==> src/rtl/fetch_unit.sv <==
// Instruction fetch sequencer: owns the PC, reads instruction memory over req/ack and presents opcode/operand to the decoder.
// Latency: 1 FETCH cycle plus memory wait states, then at least 1 EXEC cycle. Backpressure: req/addr held until ack; stall freezes EXEC.
// All outputs are registered or decoded from state, so no input reaches an output combinationally.
module fetch_unit #(
    parameter int ADDR_W = 4,
    parameter int CNT_W  = 8
) (
    input  logic              clk,
    input  logic              rst,
    input  logic              start,
    output logic              imem_req,
    output logic [ADDR_W-1:0] imem_addr,
    input  logic              imem_ack,
    input  logic [7:0]        imem_rdata,
    input  logic              dec_pc_inc,
    input  logic              dec_halt,
    input  logic              stall,
    output logic [3:0]        opcode,
    output logic [3:0]        operand,
    output logic              instr_valid,
    output logic [ADDR_W-1:0] pc,
    output logic              running,
    output logic              halted,
    output logic [CNT_W-1:0]  retired
);

    localparam logic [1:0] ST_IDLE   = 2'd0;
    localparam logic [1:0] ST_FETCH  = 2'd1;
    localparam logic [1:0] ST_EXEC   = 2'd2;
    localparam logic [1:0] ST_HALTED = 2'd3;

    logic [1:0]       state;
    logic [CNT_W-1:0] retired_inc;

    // Saturating increment: the counter sticks at all-ones rather than wrapping.
    assign retired_inc = (retired == {CNT_W{1'b1}}) ? retired : retired + CNT_W'(1);

    always_ff @(posedge clk or posedge rst) begin
        if (rst) begin
            state   <= ST_IDLE;
            pc      <= '0;
            opcode  <= 4'b0000;
            operand <= 4'b0000;
            retired <= '0;
        end else begin
            case (state)
                ST_IDLE, ST_HALTED: begin
                    if (start) begin
                        pc      <= '0;
                        retired <= '0;
                        state   <= ST_FETCH;
                    end
                end
                ST_FETCH: begin
                    if (imem_ack) begin
                        opcode  <= imem_rdata[7:4];
                        operand <= imem_rdata[3:0];
                        state   <= ST_EXEC;
                    end
                end
                ST_EXEC: begin
                    // Halt has priority over pc_inc; neither is acted on while stalled.
                    if (!stall) begin
                        if (dec_halt) begin
                            retired <= retired_inc;
                            state   <= ST_HALTED;
                        end else if (dec_pc_inc) begin
                            pc      <= pc + ADDR_W'(1);
                            retired <= retired_inc;
                            state   <= ST_FETCH;
                        end
                    end
                end
                default: state <= ST_IDLE;
            endcase
        end
    end

    assign imem_req    = (state == ST_FETCH);
    assign imem_addr   = pc;
    assign instr_valid = (state == ST_EXEC);
    assign running     = (state == ST_FETCH) || (state == ST_EXEC);
    assign halted      = (state == ST_HALTED);

endmodule

==> config.mk <==
export PLATFORM = sky130hd
export DESIGN_NAME = fetch_unit
export DESIGN_NICKNAME = d
export VERILOG_FILES = /design/src/rtl/fetch_unit.sv
export SDC_FILE = /design/constraint.sdc
export NUM_CORES = 1
export LEC_CHECK = 0
export CAP_MARGIN = 30
export CORE_MARGIN = 3
export CORE_UTILIZATION = 43
export CTS_CLUSTER_DIAMETER = 100
export DETAILED_ROUTE_END_ITERATION = 8
export HOLD_SLACK_MARGIN = 0.06
export PLACE_DENSITY_LB_ADDON = 0.2
export SETUP_SLACK_MARGIN = 0.4
export SYNTH_ARGS = -nofsm -noshare
export SYNTH_HDL_FRONTEND = slang
export SYNTH_SLANG_ARGS = --single-unit
==> constraint.sdc <==
create_clock -name clk -period 2.1 [get_ports clk]
set_clock_uncertainty 0.15 [all_clocks]
set_input_delay 0.42 -clock clk [delete_from_list [all_inputs] [get_ports clk]]
set_output_delay 0.42 -clock clk [all_outputs]
set_load 0.02 [all_outputs]
==> results of run 1 <==
[flip-flops by register name, indices dropped and copies added, names as in the netlist]
name       cells
state          2
opcode         4
retired        8
imem_addr      4
operand        4
[cell families (layout without fill, tap and decap cells)]
group	after synthesis	count (layout)
xor+xnor	2	2
compound gates	23	23
mux	11	11
buf+inv	16	69
fa+ha+maj	5	5
flops	22	22
simple gates	31	31
[area by class of cell]
class,instances,area (um^2)
multi-input cells,72,646
flip-flops and latches,22,557
fillers,190,699
well taps,30,37.5
inverters,11,41.3
repair buffers,54,505
clock buffers,4,36.3
[what timing repair did]
item                                    in CTS  in global routing
pin swaps                                    6                 11
setup buffers                                7                  3
endpoints found under the setup margin      40                 37
resized for setup                           69                 28
cloned                                       0                  0
[per-stage QoR]
step / hold slack, ps / setup WS (ps) / cell area [um^2] / instances
2_1_floorplan: 259 / 423 / 1160 / 110
3_3_place_gp: 337 / 84.6 / 1610 / 179
3_5_place_dp: 346 / 34.6 / 1610 / 179
4_1_cts: 213 / 249 / 1740 / 190
5_1_grt: 219 / 242 / 1820 / 193
6_report: 216 / 294 / 1820 / 193
[metal layers]
metal | vias up | wire [um]
li1 | 489 | -
met1 | 504 | 1080
met2 | 35 | 1590
met3 | 6 | 181
met4 | 0 | 55
met5 | - | 0
[worst paths after layout]
path / from / slack [ps] / to / cells past startpoint
min reg2reg: operand[0]$_DFFE_PP0P_ / 360 / operand[0]$_DFFE_PP0P_ / 1
min in group clk: operand[0]$_DFFE_PP0P_ / 360 / operand[0]$_DFFE_PP0P_ / 1
min: rst / 220 / operand[1]$_DFFE_PP0P_ / 2
max in group asynchronous: rst / 1170 / imem_addr[0]$_DFFE_PP0P_ / 3
max reg2reg: state[0]$_DFFE_PP0P_ / 290 / imem_addr[3]$_DFFE_PP0P_ / 6
max: state[0]$_DFFE_PP0P_ / 290 / imem_addr[3]$_DFFE_PP0P_ / 6
[power by group]
part / switching, W / internal (W)
logic: 0.000537 / 0.000536
clock network: 0.000137 / 0.000106
registers: 0.0000745 / 0.000533
total: 0.000748 / 0.00118
[cell usage after synthesis (all sizes together) (2+ instances only)]
cell type	count	area, um^2
dfrtp	22	551
inv	11	41.3
nand2	9	33.8
mux2	8	90.1
o21ai	7	35.0
buf	5	35.0
ha	5	62.6
nand3	5	25.0
a21oi	4	23.8
nand2b	4	25.0
mux2i	3	30.0
or3	3	23.8
a22o	2	17.5
a31oi	2	12.5
and3	2	12.5
nand4	2	12.5
o22ai	2	12.5
xnor2	2	17.5
==> metrics.txt, run 1 <==
Synth async-reset ratio=100%; worst-margin pin slew=between 300 and 400 ps; PortBufs=42; final count of hold timing violations=0; Synth Area in Simple Gates=14.8%; GR Util met3=3.34%; nets=184; layout cells sized above 1=37.4%; Post-Synth XOR/XNOR Area=1.52%; Initial DRC Count=35; RSZ-0062 raised after global routing=yes; status=completed; H-Tree Level Count=1; Cell Area, Synth=~1200 um^2; routed vias=1034; Via density=5.36; #FFs+latches synth=22; Routed WL per cell=15.1 um; Layout area overhead=57.9%; Arrival @ worst endpoint=between 1500 and 2000 ps; CTS tree=built; mux share of post-synthesis cell area=about a tenth; DRT antenna net count=0; Post-Route WL=2.91 mm; max_cap viols=0; setup_tns=0 ps; Overflow after GRT=0; Synth Flop Type=dfrtp_1; commonest non-fill, non-tap cells in the layout=dlygate4sd2_1 (18), dfrtp_1 (17), clkdlybuf4s50_1 (11); Final Cycle Share=between 80% and 90%; Largest delay share family, worst path=flip-flops; Final Power=0.00192 W; Post-synth EDFFs=0; startpoint class of the critical path=register; Synth Instances=110; final core occ=between 70% and 80%; CP max stage cell=dfrtp_2; CTS Buf Count=3; # hold bufs at CTS=0; Boundary Pins=43; total track usage=around 17%; largest family of logic cells by synthesized area=simple AND/OR/NAND/NOR gates; Final setup viols=0; Die H=57.8 um; Syn Nets=130; chip width=57.8 um; Core Area=between 2000 and 3000 um^2; adder-cell share of the synthesized area=5.42%; Residual DRC=0; clk root buf=clkbuf_4; CP bufs+invs=2; Rel. slew slack=roughly three quarters; largest net degree at the start of global routing=15; starting density of the core=45.8%; Synth Area in Compound Gates=a little over an eighth; # rows=18; CP max stage delay=460 ps; Seq/Total Area, Yosys=47.7%; Cell variety after synth=34; Crit path required time=~2200 ps; Pwr Density=1060 nW/um^2; Syn. warnings=0; most common cell after layout, fill and taps aside=dlygate4sd2_1; initial antenna violation count=0; met1 Usage GRT=18.5%; Max VDD drop=904 uV; Max Slew Vio Count=0; kind of critical path=register to register; clock period minus worst slack=1810 ps; CTS clk-pin slew, worst paths=130 ps; syn avg cell area=10.5 um^2; Lkg Pwr=0.814 nW; worst-path maximum fanout=4; hpwl dp=1.88 mm; FMAX=554 MHz; DIE AREA=between 3000 and 4000 um^2; Worst-Skew Late Latency=320 ps; Max clock buf depth=2; first-pass GRT wire length=between 4 and 5 mm; gp weighted congestion=0.742; Num Clock Sinks=22; met2 Usage GRT=31.0%; critical-path cell list=inv_2 -> ha_4 -> buf_6 -> mux2i_4 -> or3_4 -> o31ai_2; GR peak layer=met2; Crit. End Element=register; vias in the first global route=~1000; Hold Crit Class=input port to asynchronous set/reset pin; drt pass-1 iters=5; Antenna Cells=0
Note: power is estimated with default switching activity, not from simulation.
==> run 2: changes to the inputs <==
--- a/config.mk
+++ b/config.mk
@@ -13,6 +13,7 @@
 export HOLD_SLACK_MARGIN = 0.06
 export PLACE_DENSITY_LB_ADDON = 0.2
 export SETUP_SLACK_MARGIN = 0.4
+export SKIP_CTS_REPAIR_TIMING = 1
 export SYNTH_ARGS = -nofsm -noshare
 export SYNTH_HDL_FRONTEND = slang
 export SYNTH_SLANG_ARGS = --single-unit
==> metrics.txt, run 2 (same netlist as run 1, synthesis figures left out) <==
Lkg Pwr=1.11 nW (was 0.814 nW); R2R Path Start=state[0]$_DFFE_PP0P_ (unchanged); clock period minus worst slack=1920 ps (was 1810 ps); worst-path maximum fanout=3 (was 4); chip width=57.8 um (unchanged); CTS Buf Count=3 (unchanged); DIE AREA=3340 um^2 (unchanged); starting density of the core=45.8% (unchanged); H-Tree Level Count=1 (unchanged); initial antenna violation count=0 (unchanged); Rel. slew slack=74.4% (about the same); CP max stage delay=410 ps (was 460 ps); FMAX=520 MHz (was 554 MHz); Worst-Skew Late Latency=310 ps (was 320 ps); Boundary Pins=43 (unchanged); clk root buf=clkbuf_4 (unchanged); Biggest register=retired (unchanged); critical-path cell list=buf_4 -> buf_6 -> ha_1 -> buf_4 (was inv_2 -> ha_4 -> buf_6 -> mux2i_4 -> or3_4 -> o31ai_2); Num Clock Sinks=22 (unchanged); final count of hold timing violations=0 (unchanged); largest net degree at the start of global routing=15 (unchanged); Final Cycle Share=91.5% (was 86.0%); DRT antenna net count=0 (unchanged); Crit. End Element=output port (was register); Final Power=0.00184 W (was 0.00192 W); Max VDD drop=861 uV (was 904 uV); Post-Route WL=2.57 mm (was 2.91 mm); vias in the first global route=936 (was 1015); gp weighted congestion=0.742 (unchanged); Layout area overhead=56.6% (was 57.9%); CP bufs+invs=3 (was 2); Initial DRC Count=19 (was 35); worst hold margin=215 ps (was 216 ps); Max clock buf depth=2 (unchanged); nets=178 (was 184); max_cap viols=0 (unchanged); pre-CTS WS=34.6 ps (unchanged); Via density=5.24 (was 5.36); CTS tree=built (unchanged); Largest delay share family, worst path=buffers and inverters (was flip-flops); routed vias=980 (was 1034); RSZ-0062 raised after global routing=yes (unchanged); Hold Crit Class=input port to asynchronous set/reset pin (unchanged); Residual DRC=0 (unchanged); PortBufs=42 (unchanged); total track usage=15.3% (was 16.9%); Core Area=2520 um^2 (unchanged); CP startpoint=state[0]$_DFFE_PP0P_ (unchanged); kind of critical path=register to output port (was register to register); layout cells sized above 1=22.3% (was 37.4%); Crit path required time=1530 ps (was 2190 ps); hpwl dp=1.88 mm (unchanged); Pwr Density=1020 nW/um^2 (was 1060 nW/um^2); most common cell after layout, fill and taps aside=dlymetal6s2s_1 (was dlygate4sd2_1); first-pass GRT wire length=3.93 mm (was 4.34 mm); Routed WL per cell=13.7 um (was 15.1 um); drt pass-1 iters=4 (was 5); Largest register FFs=8 (unchanged); Arrival @ worst endpoint=1350 ps (was 1900 ps); status=completed (unchanged); # rows=18 (unchanged); Final setup viols=0 (unchanged); Die H=57.8 um (unchanged); Antenna Cells=0 (unchanged); Worst Setup Slack, final=179 ps (was 294 ps); commonest non-fill, non-tap cells in the layout=dlymetal6s2s_1 (26), dfrtp_1 (22), clkdlybuf4s50_1 (13) (was dlygate4sd2_1 (18), dfrtp_1 (17), clkdlybuf4s50_1 (11)); Max Slew Vio Count=0 (unchanged); worst-margin pin slew=383 ps (was 384 ps); Top cell by count, worst path=buf_4; r2r setup slk=290 ps (about the same); startpoint class of the critical path=register (unchanged); CTS clk-pin slew, worst paths=130 ps (about the same); final core occ=71.7% (was 72.3%); Overflow after GRT=0 (unchanged); CP max stage cell=dfrtp_1 (was dfrtp_2)
## run 2: cell count changes in the layout (fill, tap and decap cells not counted), moves of 3 or more
cell,change
dlymetal6s2s_1,+26
dlygate4sd2_1,-18
clkdlybuf4s15_1,-6
dfrtp_1,+5
dfrtp_2,-5
buf_4,-4
clkbuf_2,-3
nand2_1,+3
nand2_2,-3
## run 2: path summary, 6_finish.rpt
kind / to / depth (start not counted)
max: imem_req / 4
min: operand[1]$_DFFE_PP0P_ / 2
max reg2reg: opcode[0]$_DFFE_PP0P_ / 5
min reg2reg: operand[0]$_DFFE_PP0P_ / 1
max in group asynchronous: retired[4]$_DFFE_PP0P_ / 3
min in group clk: operand[0]$_DFFE_PP0P_ / 1
## run 2: cell type report
cell class                 instances  area, um^2
fill                             181         714
multi-input combinational         72         592
sequential                        22         551
timing repair buffer              48         551
inverter                          11        41.3
tap                               30        37.5
clock buffer                       4        36.3
## run 2: layer usage
metal / GRT usage (%) / part of all wire (%) / vias up
li1: - / - / 475
met1: 17.3 / 40 / 470
met2: 26.5 / 51 / 30
met3: 4.68 / 6.6 / 5
met4: 6.95 / 1.8 / 0
met5: 0 / 0 / -
## run 2: worst register-to-register path, stage by stage (launching register included)
cell	delay, ps
dfrtp_1	410
buf_4	140
buf_6	110
ha_1	210
nand2_1	300
mux2_2	390
## run 2: stage by stage
stage,instances,instance area [um^2],TNS (ps)
2_1_floorplan,110,1160,0
6_report,187,1810,0
4_1_cts,183,1640,-462
3_3_place_gp,179,1610,0
5_1_grt,187,1810,0
3_5_place_dp,179,1610,0
## run 2: power by group
| group | switching [W] | internal (W) |
|---|---|---|
| clock network | 0.000134 | 0.000106 |
| logic | 0.000493 | 0.000509 |
| registers | 0.0000640 | 0.000530 |
